==> config.mk <==
export PLATFORM = sky130hd
export DESIGN_NAME = rx_chain_flat
export DESIGN_NICKNAME = d
export VERILOG_FILES = /design/src/rtl/rx_chain_if.sv /design/src/rtl/rx_chain.sv /design/src/flat_wrapper.sv
export SDC_FILE = /design/constraint.sdc
export NUM_CORES = 1
export LEC_CHECK = 0
export BUFFER_PORTS_ARGS = -buffer_cell sky130_fd_sc_hd__buf_2
export CAP_MARGIN = 10
export CORE_ASPECT_RATIO = 0.6
export CORE_MARGIN = 2
export CORE_UTILIZATION = 46
export DETAILED_ROUTE_END_ITERATION = 7
export PLACE_DENSITY = 0.64
export SETUP_SLACK_MARGIN = 0.5
export SLEW_MARGIN = 20
export SYNTH_ARGS = -nofsm -noshare
export SYNTH_HDL_FRONTEND = slang
export SYNTH_SLANG_ARGS = --single-unit
==> constraint.sdc <==
create_clock -name clk -period 8.95 [get_ports clk]
set_input_delay 1.3425 -clock clk [delete_from_list [all_inputs] [get_ports clk]]
set_output_delay 1.3425 -clock clk [all_outputs]
set_load 0.005 [all_outputs]
==> src/rtl/rx_chain_if.sv <==
// rx_chain_if: waveform input and recovered-stream outputs of the receive chain.
//   wav_recv   : 8-bit unsigned channel sample, midscale 128
//   bit_recv   : demodulated code bit, qualified by valid_recv
//   code_recv  : deinterleaved code bit, qualified by valid_deco
//   data_recv  : decoded data bit, qualified by data_valid
interface rx_chain_if;
    logic [7:0] wav_recv;
    logic       bit_recv;
    logic       valid_recv;
    logic       code_recv;
    logic       valid_deco;
    logic       data_recv;
    logic       data_valid;

    // master drives the waveform and observes the chain; slave is the receiver
    modport master (
        output wav_recv,
        input  bit_recv, valid_recv, code_recv, valid_deco, data_recv, data_valid
    );
    modport slave (
        input  wav_recv,
        output bit_recv, valid_recv, code_recv, valid_deco, data_recv, data_valid
    );
endinterface

==> src/rtl/rx_chain.sv <==
// rx_chain: BPSK correlation demodulator -> ROWSxCOLS ping-pong block
// deinterleaver -> rate-1/2 K=3 (7,5) hard-decision register-exchange Viterbi.
//   clk   : one waveform sample per cycle
//   reset : synchronous, active-low
//   bus   : rx_chain_if.slave (wav_recv in; bit/code/data taps and strobes out)
module rx_chain #(
    parameter int unsigned SPB  = 16,
    parameter int unsigned ROWS = 4,
    parameter int unsigned COLS = 4,
    parameter int unsigned TB   = 12
) (
    input  logic      clk,
    input  logic      reset,
    rx_chain_if.slave bus
);
    localparam int unsigned CNT_W = $clog2(SPB);
    localparam int unsigned ACC_W = (CNT_W + 9 > 13) ? CNT_W + 9 : 13;
    localparam int unsigned BLK   = ROWS * COLS;
    localparam int unsigned PTR_W = $clog2(BLK);
    localparam int unsigned ROW_W = (ROWS > 1) ? $clog2(ROWS) : 1;
    localparam int unsigned COL_W = (COLS > 1) ? $clog2(COLS) : 1;
    localparam int unsigned PC_W  = $clog2(TB + 1);
    localparam int unsigned PM_W  = 5;
    localparam int unsigned NS    = 4;

    // demodulator
    logic [CNT_W-1:0]        cnt_q, cnt_d;
    logic signed [ACC_W-1:0] acc_q, acc_d;
    logic signed [ACC_W-1:0] acc_sum_c;
    logic signed [8:0]       samp_c;
    logic                    bit_q, bit_d;
    logic                    vrecv_q, vrecv_d;
    // deinterleaver
    logic [1:0][BLK-1:0]     bank_q, bank_d;
    logic                    wsel_q, wsel_d;
    logic                    full_q, full_d;
    logic [PTR_W-1:0]        wr_ptr_q, wr_ptr_d;
    logic [ROW_W-1:0]        rd_r_q, rd_r_d;
    logic [COL_W-1:0]        rd_c_q, rd_c_d;
    logic [PTR_W-1:0]        rd_addr_c;
    logic                    code_q, code_d;
    logic                    vdeco_q, vdeco_d;
    // decoder
    logic                    half_q, half_d;
    logic                    g0_q, g0_d;
    logic [PC_W-1:0]         pcnt_q, pcnt_d;
    logic [NS-1:0][PM_W-1:0] pm_q, pm_d;
    logic [NS-1:0][TB-1:0]   surv_q, surv_d;
    logic                    data_q, data_d;
    logic                    dval_q, dval_d;
    logic [NS-1:0][PM_W:0]   cand0_c, cand1_c;
    logic [NS-1:0][PM_W-1:0] acs_pm_c;
    logic [NS-1:0][TB-1:0]   acs_surv_c;
    logic [NS-1:0]           acs_sel_c;
    logic                    all_hi_c;
    logic [1:0]              best_c;

    // Hamming distance between received pair and the branch into ns from
    // predecessor {ns[0], u2}; ns = {newest input, previous input}.
    function automatic logic [1:0] branch_metric(input logic [1:0] ns, input logic u2,
                                                 input logic r0, input logic r1);
        logic e0, e1;
        e0 = ns[1] ^ ns[0] ^ u2;
        e1 = ns[1] ^ u2;
        return {1'b0, r0 ^ e0} + {1'b0, r1 ^ e1};
    endfunction

    function automatic logic [PM_W-1:0] sat_metric(input logic [PM_W:0] m);
        return m[PM_W] ? '1 : m[PM_W-1:0];
    endfunction

    // add-compare-select; a tie keeps the lower-numbered predecessor
    always_comb begin
        cand0_c    = '0;
        cand1_c    = '0;
        acs_sel_c  = '0;
        acs_pm_c   = '0;
        acs_surv_c = '0;
        for (int i = 0; i < NS; i++) begin
            cand0_c[i] = {1'b0, pm_q[{i[0], 1'b0}]}
                       + {{(PM_W-1){1'b0}}, branch_metric(2'(i), 1'b0, g0_q, code_q)};
            cand1_c[i] = {1'b0, pm_q[{i[0], 1'b1}]}
                       + {{(PM_W-1){1'b0}}, branch_metric(2'(i), 1'b1, g0_q, code_q)};
            acs_sel_c[i] = cand1_c[i] < cand0_c[i];
            if (acs_sel_c[i]) begin
                acs_pm_c[i]   = sat_metric(cand1_c[i]);
                acs_surv_c[i] = {surv_q[{i[0], 1'b1}][TB-2:0], i[1]};
            end else begin
                acs_pm_c[i]   = sat_metric(cand0_c[i]);
                acs_surv_c[i] = {surv_q[{i[0], 1'b0}][TB-2:0], i[1]};
            end
        end
    end

    // normalisation flag and minimum-metric state (lowest index wins a tie)
    always_comb begin
        all_hi_c = 1'b1;
        best_c   = 2'd0;
        for (int i = 0; i < NS; i++) begin
            all_hi_c = all_hi_c & acs_pm_c[i][PM_W-1];
            if (pm_q[i] < pm_q[best_c]) best_c = 2'(i);
        end
    end

    // next-state logic for all three stages
    always_comb begin
        cnt_d    = cnt_q + CNT_W'(1);
        acc_d    = acc_q;
        bit_d    = bit_q;
        vrecv_d  = 1'b0;
        bank_d   = bank_q;
        wsel_d   = wsel_q;
        full_d   = full_q;
        wr_ptr_d = wr_ptr_q;
        rd_r_d   = rd_r_q;
        rd_c_d   = rd_c_q;
        code_d   = code_q;
        vdeco_d  = 1'b0;
        half_d   = half_q;
        g0_d     = g0_q;
        pcnt_d   = pcnt_q;
        pm_d     = pm_q;
        surv_d   = surv_q;
        data_d   = data_q;
        dval_d   = 1'b0;

        // correlate against +1 for the first half-symbol, -1 for the second
        samp_c = $signed({1'b0, bus.wav_recv}) - 9'sd128;
        if (cnt_q < CNT_W'(SPB / 2))
            acc_sum_c = acc_q + $signed({{(ACC_W-9){samp_c[8]}}, samp_c});
        else
            acc_sum_c = acc_q - $signed({{(ACC_W-9){samp_c[8]}}, samp_c});
        acc_d = acc_sum_c;
        if (cnt_q == CNT_W'(SPB - 1)) begin
            cnt_d   = '0;
            bit_d   = !acc_sum_c[ACC_W-1] && (acc_sum_c != '0);
            vrecv_d = 1'b1;
            acc_d   = '0;
        end

        // write row-major into one bank while reading the other column-major
        rd_addr_c = PTR_W'(rd_r_q) * PTR_W'(COLS) + PTR_W'(rd_c_q);
        if (vrecv_q) begin
            bank_d[wsel_q][wr_ptr_q] = bit_q;
            if (full_q) begin
                code_d  = bank_q[~wsel_q][rd_addr_c];
                vdeco_d = 1'b1;
                if (rd_r_q == ROW_W'(ROWS - 1)) begin
                    rd_r_d = '0;
                    rd_c_d = (rd_c_q == COL_W'(COLS - 1)) ? '0 : rd_c_q + COL_W'(1);
                end else begin
                    rd_r_d = rd_r_q + ROW_W'(1);
                end
            end
            if (wr_ptr_q == PTR_W'(BLK - 1)) begin
                wr_ptr_d = '0;
                wsel_d   = ~wsel_q;
                full_d   = 1'b1;
            end else begin
                wr_ptr_d = wr_ptr_q + PTR_W'(1);
            end
        end

        // pair up code bits; the survivor bit shifted out is the decision
        if (vdeco_q) begin
            if (!half_q) begin
                g0_d   = code_q;
                half_d = 1'b1;
            end else begin
                half_d = 1'b0;
                for (int i = 0; i < NS; i++)
                    pm_d[i] = all_hi_c ? acs_pm_c[i] - PM_W'(16) : acs_pm_c[i];
                surv_d = acs_surv_c;
                if (pcnt_q == PC_W'(TB)) begin
                    data_d = surv_q[best_c][TB-1];
                    dval_d = 1'b1;
                end else begin
                    pcnt_d = pcnt_q + PC_W'(1);
                end
            end
        end
    end

    always_ff @(posedge clk) begin
        if (!reset) begin
            cnt_q    <= '0;
            acc_q    <= '0;
            bit_q    <= 1'b0;
            vrecv_q  <= 1'b0;
            bank_q   <= '0;
            wsel_q   <= 1'b0;
            full_q   <= 1'b0;
            wr_ptr_q <= '0;
            rd_r_q   <= '0;
            rd_c_q   <= '0;
            code_q   <= 1'b0;
            vdeco_q  <= 1'b0;
            half_q   <= 1'b0;
            g0_q     <= 1'b0;
            pcnt_q   <= '0;
            pm_q     <= {PM_W'(15), PM_W'(15), PM_W'(15), PM_W'(0)};
            surv_q   <= '0;
            data_q   <= 1'b0;
            dval_q   <= 1'b0;
        end else begin
            cnt_q    <= cnt_d;
            acc_q    <= acc_d;
            bit_q    <= bit_d;
            vrecv_q  <= vrecv_d;
            bank_q   <= bank_d;
            wsel_q   <= wsel_d;
            full_q   <= full_d;
            wr_ptr_q <= wr_ptr_d;
            rd_r_q   <= rd_r_d;
            rd_c_q   <= rd_c_d;
            code_q   <= code_d;
            vdeco_q  <= vdeco_d;
            half_q   <= half_d;
            g0_q     <= g0_d;
            pcnt_q   <= pcnt_d;
            pm_q     <= pm_d;
            surv_q   <= surv_d;
            data_q   <= data_d;
            dval_q   <= dval_d;
        end
    end

    assign bus.bit_recv   = bit_q;
    assign bus.valid_recv = vrecv_q;
    assign bus.code_recv  = code_q;
    assign bus.valid_deco = vdeco_q;
    assign bus.data_recv  = data_q;
    assign bus.data_valid = dval_q;
endmodule

==> src/flat_wrapper.sv <==
// flat-port wrapper written by rule: the top's interface ports become plain ports
module rx_chain_flat 
#(
    parameter int unsigned SPB  = 16,
    parameter int unsigned ROWS = 4,
    parameter int unsigned COLS = 4,
    parameter int unsigned TB   = 12
)
  (clk, reset, bus_wav_recv, bus_bit_recv, bus_valid_recv, bus_code_recv, bus_valid_deco, bus_data_recv, bus_data_valid);
  rx_chain_if bus_i ();
  input  logic clk;
  input  logic reset;
  input wire logic [$bits(bus_i.wav_recv)-1:0] bus_wav_recv;
  output wire logic [$bits(bus_i.bit_recv)-1:0] bus_bit_recv;
  output wire logic [$bits(bus_i.valid_recv)-1:0] bus_valid_recv;
  output wire logic [$bits(bus_i.code_recv)-1:0] bus_code_recv;
  output wire logic [$bits(bus_i.valid_deco)-1:0] bus_valid_deco;
  output wire logic [$bits(bus_i.data_recv)-1:0] bus_data_recv;
  output wire logic [$bits(bus_i.data_valid)-1:0] bus_data_valid;
  assign bus_i.wav_recv = bus_wav_recv;
  assign bus_bit_recv = bus_i.bit_recv;
  assign bus_valid_recv = bus_i.valid_recv;
  assign bus_code_recv = bus_i.code_recv;
  assign bus_valid_deco = bus_i.valid_deco;
  assign bus_data_recv = bus_i.data_recv;
  assign bus_data_valid = bus_i.data_valid;
  rx_chain #(.SPB(SPB), .ROWS(ROWS), .COLS(COLS), .TB(TB)) u_core (.clk(clk), .reset(reset), .bus(bus_i));
endmodule
-- Word level (Yosys, flattened, before mapping)
Cells that the tools add are included.
W data, S select, Z words.
- magnitude comparators: 17
- reductions and logical operators: 15
- add/sub/neg operators: 25
- mux-type cells: 46
- bitwise operators: 9
- eq/ne operators: 5
- operators by type and width (operator ; number):
    $mux W5 ; 18
    $mux W12 ; 5
    $add A5 B2 Y6 ; 8
    $mux W16 ; 3
    $bwmux W32 ; 1
    $bmux W12 S2 ; 1
    $lt A6 B6 Y1 ; 4
    $bmux W5 S2 ; 2
    $sub A5 B5 Y5 const B ; 4
    $demux W16 S1 ; 1
    $lt A5 B5 Y1 ; 3
    $add A13 B9 Y13 ; 1
    $mux W13 ; 1
    $reduce_bool A13 Y1 ; 1
    $sub A13 B9 Y13 ; 1
    $add A4 B1 Y4 const B ; 3
    $eq A4 B4 Y1 const B ; 3
    $reduce_and A3 Y1 ; 4
    $lt A4 B5 Y1 const B ; 2
    $reduce_and A2 Y1 ; 5
    $lt A2 B3 Y1 const B ; 3
    $sub A8 B8 Y9 const B ; 1
    $add A1 B1 Y2 ; 4
    $mux W2 ; 4
    other kinds (16) ; 34
- logic and storage cells: 143
- output and inout port bits: 6
- register bits after elaboration: 139
- input port bits: 10

-- Logic depth before layout (Yosys ltp)
- word-level depth: 12
- mapped depth: 20
- gate-level depth less buffers: 19

-- Worst setup path after synthesis
Ideal clock, no wire load.
- kind: register -> register
- from: register u_core.pm_q[2] (netlist bit)
- to: register u_core.data_q, in the netlist u_core.bus.data_recv
- cell stages (with the launch flop): 20
- clock period less this slack: 4.195 ns
- data arrival time: 4.126 ns
- setup time: 0.069 ns
- buffers on the path: 1
- required time: 8.881 ns
- setup slack: 4.755 ns
- path through: dfxtp_1 buf_2 inv_1 ha_1 a21oi_1 o21ai_0 nor2_1 mux2i_1 ha_1 nand2_1 o211ai_2 nor2_1 a2bb2oi_1 o21ai_0 ha_1 a21o_1 a21o_1 a221o_1 o32a_1 o21ai_1
- cells in the longest elaborated chain, start to end: 12
- RTL lines (element ; RTL line ; RTL):
    start: declaration ; rx_chain.sv:47 ; logic [NS-1:0][PM_W-1:0] pm_q, pm_d;
    start signal: assignment ; rx_chain.sv:201 ; pm_q <= {PM_W'(15), PM_W'(15), PM_W'(15), PM_W'(0)};
    start signal: assignment ; rx_chain.sv:221 ; pm_q <= pm_d;
    $lt A5 B5 Y1 ; rx_chain.sv:101 ; if (pm_q[i] < pm_q[best_c]) best_c = 2'(i);
    $mux W1 ; rx_chain.sv:101 ;
    $bmux W5 S2 ; rx_chain.sv:101 ;
    $mux W5 (implied by the code) ; rx_chain.sv:101 ;
    $lt A5 B5 Y1 ; rx_chain.sv:101 ;
    $mux W2 ; rx_chain.sv:101 ;
    $bmux W5 S2 ; rx_chain.sv:101 ;
    $mux W5 (implied by the code) ; rx_chain.sv:101 ;
    $lt A5 B5 Y1 ; rx_chain.sv:101 ;
    $mux W2 * ; rx_chain.sv:101 ;
    $bmux W12 S2 * ; rx_chain.sv:175 ; data_d = surv_q[best_c][TB-1];
    $mux W12 (implied by the code) * ; rx_chain.sv:175 ;
    end signal: assignment ; rx_chain.sv:223 ; data_q <= data_d;
    end: declaration ; rx_chain.sv:49 ; logic data_q, data_d;
Every way passes the cells marked *; elsewhere a longest branch is shown, timed or not. The select of a mux whose other input is x is not followed.
A chain may end at the register's enable or synchronous reset.

-- Worst setup path in the final report
Ends and elaborated chain as after synthesis.

==> qor.yml <==
clock_network:
  cts_tree: "built"
  cts_buffers: 17
  ctsLongestPathBuffers: 2
  cts-root-buf: "clkbuf_16"
  ctsResizeCount: 0
  cts.sinks: 133
  cts.reportedPaths.clkPinSlew_ns: 0.06
  clock_latency_ns: 0.43
  h-tree-depth: 4
  post-cts-setup-buffers: 0
  cts_hold_buffers: 0
critical_path:
  max_stage_delay_ns: 0.55
  start_kind: "register"
  slowest_stage: "a2bb2oi_1"
  path_buf_inv: 1
  path_max_fanout: 9
  cp-end-kind: "register"
  ff2ff_path_depth: 18
  crit_type: "register to register"
  critPathArrivalTime_ns: 5.18
  cp_cell_sequence: "inv_1 > ha_1 > a21oi_1 > o21ai_0 > nor2_1 > mux2i_1 > ha_1 > nand2_1 > o211ai_2 > nor2_1 > a2bb2oi_1 > o21ai_0 > ha_1 > a21o_1 > a21o_1 > a221o_1 > o32a_1 > o21ai_1"
  ff2ff_setup_slack_ns: 4.13
  path_delay_family: "compound AO/OA/AOI/OAI gates"
  worst_ep_required_time_ns: 9.31
  path_common_cell: "ha_1"
  reg2reg_to: "u_core.bus.data_recv"
  r2r_start: "u_core.pm_q[2]"
sta:
  min_period_over_period_pct: 53.87
  rsz0062_at_grt: "no"
  drv_slew: 0
  fin_skew_ns: 0.007158
  fmaxAchievable_ghz: 0.2074
  final-setup-viol-count: 0
  relSlewSlack_pct: 27.31
  fin_crit_ns: 4.822
  worstMarginPinSlew_ns: 1.090
  tns_ns: 0
  finalHoldViolCount: 0
power_and_ir_drop:
  p_leak_nw: 3.332
  vdd_drop_max_mv: 0.1390
  pwr_density_cell_nw_per_um2: 185.4
synthesis:
  avgSynthCellArea_um2: 8.269
  yosysTopAreaCell: "dfxtp_1"
  synth_most_common_cell: "nor2_1"
  synth_cells: 997
  ys_warn_count: 0
  synth_ff_type: "dfxtp_1"
  synthTopCellsByArea: "dfxtp_1 (32%), ha_1 (11%), nor2_1 (6.7%)"
  synth.net_count: 1086
  syn_area_um2: 8244
  synth-seq-cells: 133
  ys_seq_area_share_pct: 32.30
  yosysUniqueCellTypes: 64
  synth_top_area_share_pct: 32.30
  synthArstFlopShare_pct: 0
  synth_edf_count: 0
  synthTopCellsByCount: "nor2_1 (147), dfxtp_1 (133), nand2_1 (116)"
min_path:
  min_to: "u_core.cnt_q[0]"
  min_path_type: "register to register"
  worstHoldStart: "u_core.cnt_q[0]"
  whs_path_depth: 1
flow_run:
  maxCapViolCount: 0
layout:
  nNetsFinal: 1064
  area_delta_synth_final_pct: 10.24
  drive_gt1_share_pct: 8.300
  diodes: 0
  postLayoutCoreUtil_pct: 52.35
floorplan:
  dieArea_um2: 19040
  ios: 16
  core_um2: 17360
  dieHeight_um: 107.7
  initial_core_util_pct: 47.49
  core.rowCount: 37
  die_width_um: 176.8
detailed_routing:
  drtAntennaViolNets: 0
  wl_per_cell_um: 15.80
  drc: 0
  first_pass_iters: 5
  finalWirelength_mm: 19.30
  drt_iter0_drc: 549
  vias: 6808
  vias_per_cell: 5.571
grt:
  grt_pass1_wl_mm: 32.01
  grt_start_max_net_pins: 98
  grt_use_total_pct: 21.29
  antenna_found_initial: 0
  grt_pass1_vias: 6077
  grt_overflow: 0
run_status:
  status: "finished, final reports clean"
placed_design:
  gp_congestion: 0.8897
  port_buffers: 15
  dp_hpwl_mm: 13.50
[power by group]
part	internal, mW	switching [mW]
registers	0.619	0.00896
clock network	0.511	0.274
logic	0.119	0.153
[how the worst max path moves through the flow]
stage                                 endpoint           start  cells past startpoint
final                     u_core.bus.data_recv  u_core.pm_q[2]                     18
after global placement    u_core.bus.data_recv  u_core.pm_q[2]                     18
after global routing      u_core.bus.data_recv  u_core.pm_q[2]                     18
after detailed placement  u_core.bus.data_recv  u_core.pm_q[2]                     18
after floorplan           u_core.bus.data_recv  u_core.pm_q[2]                     19
after CTS                 u_core.bus.data_recv  u_core.pm_q[2]                     18
[logic make-up after synthesis]
| kind of cell | after synthesis | share of synthesized area [%] |
|---|---|---|
| AO/OA/AOI/OAI | 213 | 16.72 |
| XOR/XNOR | 48 | 5.282 |
| adder cells (fa/ha/maj) | 79 | 12.81 |
| buffers and inverters | 98 | 4.857 |
| flip-flops | 133 | 32.30 |
| multiplexers | 62 | 8.924 |
| AND/OR/NAND/NOR | 364 | 19.11 |
[registers in the layout, summed over array words and instances, names as in the netlist]
| signal | count |
|---|---|
| u_core.surv_q | 42 |
| u_core.bank_q | 32 |
| u_core.pm_q | 20 |
| u_core.acc_q | 13 |
| u_core.cnt_q | 4 |
| u_core.pcnt_q | 4 |
| u_core.wr_ptr_q | 4 |
| u_core.rd_c_q | 2 |
| u_core.rd_r_q | 2 |
| u_core.bus.bit_recv | 1 |
| u_core.bus.code_recv | 1 |
| u_core.bus.data_recv | 1 |
| u_core.bus.data_valid | 1 |
| u_core.bus.valid_deco | 1 |
| u_core.bus.valid_recv | 1 |
| u_core.full_q | 1 |
| u_core.g0_q | 1 |
| u_core.half_q | 1 |
| u_core.wsel_q | 1 |
[layout make-up]
class / instances / area (um2)
fillers: 1603 / 8272
multi-input cells: 766 / 5214
flip-flops and latches: 133 / 2663
clock buffers: 21 / 460.4
well taps: 234 / 292.8
clock inverters: 11 / 196.4
inverters: 36 / 135.1
repair buffers: 21 / 127.6
[metal layers]
metal	GRT usage [%]	routed length, um	vias up
met1	34.39	10720	3166
met4	4.959	146	0
met3	4.944	1261	14
met5	0	0	-
li1	-	-	3457
met2	27.40	7175	171
[stage by stage]
step	hold WS [ns]	setup slack (ns)	instances	total power, mW	instance area [um2]
global route	0.4733	3.722	1222	1.754	9089
CTS	0.4531	4.180	1220	1.693	9066
finish	0.4499	4.128	1222	1.685	9089
global placement	0.4333	4.237	1188	0.9091	8409
floorplan	0.4176	4.755	997	0.8597	8244
detailed placement	0.4445	4.235	1188	0.9102	8409
[cells in the final DEF (no fill, tap or decap), drive strengths merged, types with 11 or more instances in the layout]
master / Yosys / final
ha: 70 / 70
clkbuf: 40 / 21
xor2: 12 / 12
nor2b: 12 / 12
o21ai: 45 / 45
dfxtp: 133 / 133
xnor2: 36 / 36
nand3: 45 / 45
buf: 22 / 21
mux2i: 51 / 51
a21oi: 67 / 67
o211ai: 11 / 11
a211oi: 40 / 40
inv: 35 / 38
nand2: 117 / 117
nor2: 147 / 147
Power figures use the tool's default switching activity.
